`src/rtl/mux_lut_array.sv`:
```
// Bank of N reprogrammable K-input LUT cells (2^K:1 mux trees fed by config bits).
// Configuration shifts in serially through a shadow chain and is committed in a single cycle.
module mux_lut_array #(
  parameter int unsigned K       = 2,
  parameter int unsigned N       = 4,
  parameter int unsigned REG_OUT = 1
) (
  input  logic           clk,
  input  logic           rst_n,
  input  logic [N*K-1:0] in_data,
  input  logic           in_valid,
  output logic [N-1:0]   out_data,
  output logic           out_valid,
  input  logic           cfg_start,
  input  logic           cfg_en,
  input  logic           cfg_din,
  output logic           cfg_busy,
  output logic           cfg_done
);

  localparam int unsigned DEPTH    = 1 << K;
  localparam int unsigned CFG_BITS = N * DEPTH;
  localparam int unsigned CW       = $clog2(CFG_BITS) + 1;

  // Every even entry is 1, every odd entry 0: each cell inverts its select bit 0.
  localparam logic [CFG_BITS-1:0] NOT_CFG  = {(CFG_BITS / 2){2'b01}};
  localparam logic [CW-1:0]       CNT_LAST = CW'(CFG_BITS - 1);

  typedef enum logic [1:0] {
    IDLE,
    LOAD,
    COMMIT
  } state_e;

  state_e              state_q, state_d;
  logic [CW-1:0]       cnt_q, cnt_d;
  logic [CFG_BITS-1:0] shadow_q, shadow_d;
  logic [CFG_BITS-1:0] active_q, active_d;
  logic [N-1:0]        out_data_d;

  always_ff @(posedge clk or negedge rst_n) begin
    if (!rst_n) begin
      state_q  <= IDLE;
      cnt_q    <= '0;
      shadow_q <= '0;
      active_q <= NOT_CFG;
    end else begin
      state_q  <= state_d;
      cnt_q    <= cnt_d;
      shadow_q <= shadow_d;
      active_q <= active_d;
    end
  end

  always_comb begin
    state_d  = state_q;
    cnt_d    = cnt_q;
    shadow_d = shadow_q;
    active_d = active_q;
    unique case (state_q)
      IDLE: begin
        if (cfg_start) begin
          state_d = LOAD;
          cnt_d   = '0;
        end
      end
      LOAD: begin
        // A restart takes priority over a bit presented in the same cycle.
        if (cfg_start) begin
          cnt_d = '0;
        end else if (cfg_en) begin
          shadow_d = {shadow_q[CFG_BITS-2:0], cfg_din};
          cnt_d    = cnt_q + CW'(1);
          if (cnt_q == CNT_LAST) begin
            state_d = COMMIT;
          end
        end
      end
      COMMIT: begin
        active_d = shadow_q;
        state_d  = IDLE;
      end
      default: state_d = IDLE;
    endcase
  end

  assign cfg_busy = (state_q != IDLE);
  assign cfg_done = (state_q == COMMIT);

  for (genvar c = 0; c < N; c++) begin : g_cell
    logic [DEPTH-1:0] cell_tt;
    logic [K-1:0]     cell_sel;
    assign cell_tt       = active_q[c*DEPTH +: DEPTH];
    assign cell_sel      = in_data[c*K +: K];
    assign out_data_d[c] = cell_tt[cell_sel];
  end

  if (REG_OUT != 0) begin : g_reg_out
    logic [N-1:0] out_data_q;
    logic         out_valid_q;

    always_ff @(posedge clk or negedge rst_n) begin
      if (!rst_n) begin
        out_data_q  <= '0;
        out_valid_q <= 1'b0;
      end else begin
        out_data_q  <= out_data_d;
        out_valid_q <= in_valid;
      end
    end

    assign out_data  = out_data_q;
    assign out_valid = out_valid_q;
  end else begin : g_comb_out
    assign out_data  = out_data_d;
    assign out_valid = in_valid;
  end

endmodule

```
`config.mk`:
```
export PLATFORM = sky130hd
export DESIGN_NAME = mux_lut_array
export DESIGN_NICKNAME = d
export VERILOG_FILES = /design/src/rtl/mux_lut_array.sv
export SDC_FILE = /design/constraint.sdc
export NUM_CORES = 1
export LEC_CHECK = 0
export BUFFER_PORTS_ARGS = -buffer_cell sky130_fd_sc_hd__buf_4
export CAP_MARGIN = 5
export CORE_MARGIN = 2
export CORE_UTILIZATION = 61
export CTS_CLUSTER_SIZE = 12
export DETAILED_ROUTE_END_ITERATION = 16
export PLACE_DENSITY_LB_ADDON = 0.08
export SETUP_SLACK_MARGIN = 0.05
export SLEW_MARGIN = 10
export SYNTH_ARGS = -nofsm -noshare
export SYNTH_HDL_FRONTEND = slang
export SYNTH_SLANG_ARGS = --single-unit
```
`constraint.sdc`:
```
create_clock -name clk -period 2.85 [get_ports clk]
set_input_delay 0.1425 -clock clk [delete_from_list [all_inputs] [get_ports clk]]
set_output_delay 0.1425 -clock clk [all_outputs]
set_load 0.05 [all_outputs]
```
==> results.tsv <==
stage	metric	value	unit
finish	Filler Cells Inserted	191	
timing	fin. max-slew vios	0	
global_route	global route total overflow	0	
timing	clk_skew	13.67	ps
yosys	top cell type's share of synthesized area	48.71	%
worst_setup_path	WP data arrival	2170	ps
route	DRT Pass-1 Iters	5	
clocking	TritonCTS Buffers	5	
timing	Final Hold Vio Count	0	
worst_setup_path	Worst Path Buf+Inv	0	
yosys	most common cell in the netlist	dfrtp_1	
route	Post-Route WL	2746	um
floorplanning	initial core utilization	65.37	%
worst_setup_path	critical path class	reg2reg	
finish	share of cells above drive strength 1	51.72	%
min_path	hold crit path type	in2reg	
route	# DRC	0	
route	initial DRC count	31	
worst_setup_path	Startpoint Class	flip-flop	
clocking	CTS tree	yes	
timing	Final Cycle Share	68.01	%
placement	dpl cells	166	
clocking	clock slew seen by the registers of the worst setup and hold paths	110	ps
finish	Post-Layout Cell Count	176	
yosys	cell accounting for the most synthesized area	dfrtp_1	
yosys	Post-synth top cells	dfrtp_1, mux2_2, dfstp_2, mux2_4	
yosys	post-synthesis sequential area ratio	60.08	%
placement	Port-buffer cells	20	
placement	post-DP HPWL	1912	um
clocking	htree depth	2	
timing	Slew headroom	40.83	%
timing	final setup fails	0	
power	power per standard cell area	600.4	nW/um2
worst_setup_path	CP Cell Sequence	and4bb_1 -> mux2_2	
yosys	Avg Inst Size Synth	15.67	um2
worst_setup_path	Critical Path Max Stage Delay	900	ps
run_status	status	finished, final reports clean	
yosys	Syn Nets	134	
floorplanning	die height	59.06	um
run	number of max-cap violations	0	
global_route	antenna violations before repair	0	
timing	fmax	515.9	MHz
yosys	Syn Std Cell Area	1849	um2
clocking	clk sinks	44	
floorplanning	IO Count	21	
yosys	distinct cell type count after synthesis	27	
worst_setup_path	Setup crit end kind	flip-flop	
route	Post-DRT Antenna Nets	0	
yosys	flip-flop and latch count after synthesis	44	
yosys	ys flop type	dfrtp_1	
clocking	clk buf depth	2	
global_route	Overall Global Routing Usage	18.75	%
route	Vias	1001	
global_route	first-pass GRT wire length	4740	um
global_route	vias in the first global route	1013	
yosys	async set or reset register ratio after synthesis	100.0	%
route	via/cell ratio	5.688	
timing	RSZ-0062 raised after global routing	false	
timing	min Tclk post-route	1938	ps
power	Leak	0.9873	nW
worst_setup_path	worst path required time	3080	ps
yosys	Post-synth EDFFs	0	
yosys	Yosys warning count	0	
route	routed len/inst	15.60	um
floorplanning	FP Rows	19	
worst_setup_path	CP max-delay cell	and4bb_1	
timing	worst slew pin tran	887.5	ps
worst_setup_path	CP delay by family, top	simple AND/OR/NAND/NOR gates	
floorplanning	Die ar.	3488	um2
clocking	clock latency on the worst-skew pair	350	ps
power	peak supply drop	0.4053	mV
yosys	Syn Inst Count	118	
floorplanning	core area	2829	um2
finish	P&R area growth vs syn	12.25	%
timing	total negative slack	0	ps
yosys	Synth area leaders	dfrtp_1, mux2_2, dfstp_2	
placement	Placer Congestion	0.7606	
clocking	CTS Root Cell	clkbuf_4	
worst_setup_path	Worst Path Max Fanout	18	
global_route	largest net degree at the start of global routing	45	
floorplanning	Chip Width	59.06	um
finish	antenna diode count	0	
clocking	post_cts resized	0	
finish	nets	160	
-- registers in the layout, summed over array words and instances, names as in the netlist --
register,cells
active_q,16
shadow_q,16
cnt_q,5
out_data,4
state_q,2
out_valid,1
-- cell usage in the layout (no fill, tap or decap) --
| cell | synthesis | layout |
|---|---|---|
| clkbuf_4 | 0 | 5 |
| nand2_1 | 5 | 5 |
| or2b_1 | 1 | 1 |
| a21oi_1 | 3 | 3 |
| inv_1 | 2 | 2 |
| and4bb_1 | 1 | 1 |
| o31ai_2 | 1 | 1 |
| mux2i_1 | 2 | 2 |
| mux4_2 | 4 | 4 |
| dfstp_2 | 8 | 8 |
| buf_4 | 1 | 22 |
| clkbuf_1 | 1 | 2 |
| o21ai_0 | 5 | 5 |
| mux2_2 | 24 | 24 |
| mux2_4 | 8 | 8 |
| or2_2 | 1 | 1 |
| nor2b_1 | 1 | 1 |
| and3_1 | 1 | 1 |
| ha_1 | 2 | 2 |
| dfrtp_1 | 36 | 36 |
| clkinv_2 | 0 | 1 |
| nor2_1 | 3 | 3 |
| and4b_1 | 1 | 1 |
| o311ai_0 | 1 | 1 |
| and2_2 | 1 | 1 |
| nand3_1 | 2 | 2 |
| dlygate4sd3_1 | 0 | 2 |
-- metal layers --
layer / GRT usage [%] / wire [um] / vias to the layer above
li1: - / - / 473
met1: 24.66 / 1277 / 503
met2: 29.05 / 1329 / 19
met3: 6.550 / 99 / 6
met4: 6.818 / 41 / 0
met5: 0 / 0 / -
-- through the flow --
step	util [%]	power (mW)	instance area [um2]	setup slack, ps	hold slack (ps)
3_5_place_dp	70.90	0.9817	2006	925.1	157.7
2_1_floorplan	-	0.9151	1849	1409	-153.1
6_report	73.37	1.246	2076	911.7	29.47
4_1_cts	73.37	1.262	2076	922.3	13.67
5_1_grt	73.37	1.314	2076	786.0	7.270
3_3_place_gp	70.90	0.9656	2006	1006	147.6
-- cell type report --
cell class	instances	area [um2]	share of cell area, %
inverters	2	7.507	0.3617
repair buffers	24	185.2	8.921
flip-flops and latches	44	1111	53.53
clock buffers	7	45.04	2.170
multi-input cells	67	683.2	32.91
clock inverters	1	5.005	0.2411
well taps	31	38.79	1.869
-- repair_timing --
action	4_1_cts	5_1_grt
setup buffers	0	0
hold buffers	2	0
endpoints found under the hold margin	37	0
-- where the power goes --
| group | internal (mW) | switching (mW) | total [mW] |
|---|---|---|---|
| clock network | 0.0964 | 0.182 | 0.279 |
| registers | 0.719 | 0.0747 | 0.794 |
| logic | 0.122 | 0.0513 | 0.173 |
| total | 0.938 | 0.308 | 1.25 |
-- worst reg2reg max path: cells and delay by family (launching register included) --
kind	cells	cell delay (ps)
AND/OR/NAND/NOR	1	900
flip-flops	1	510
multiplexers	1	420
-- final timing paths --
| path | start | to | slack (ps) | depth (start not counted) |
|---|---|---|---|---|
| max | state_q[1] | shadow_q[5] | 910 | 2 |
| min | cfg_din | shadow_q[0] | 30 | 2 |
| max reg2reg | state_q[1] | shadow_q[5] | 910 | 2 |
| min reg2reg | cnt_q[3] | cnt_q[3] | 500 | 1 |
| max in group asynchronous | rst_n | active_q[4] | 2160 | 2 |
| min in group asynchronous | rst_n | shadow_q[10] | 310 | 2 |
-- cells by family after synthesis --
logic type	share of synthesized area [%]
DFF	60.08
muxes	27.06
and+or+nand+nor	5.211
AOI/OAI and AO/OA	3.315
buffers and inverters	2.977
adders and majority gates	1.353
Power figures use the tool's default switching activity.
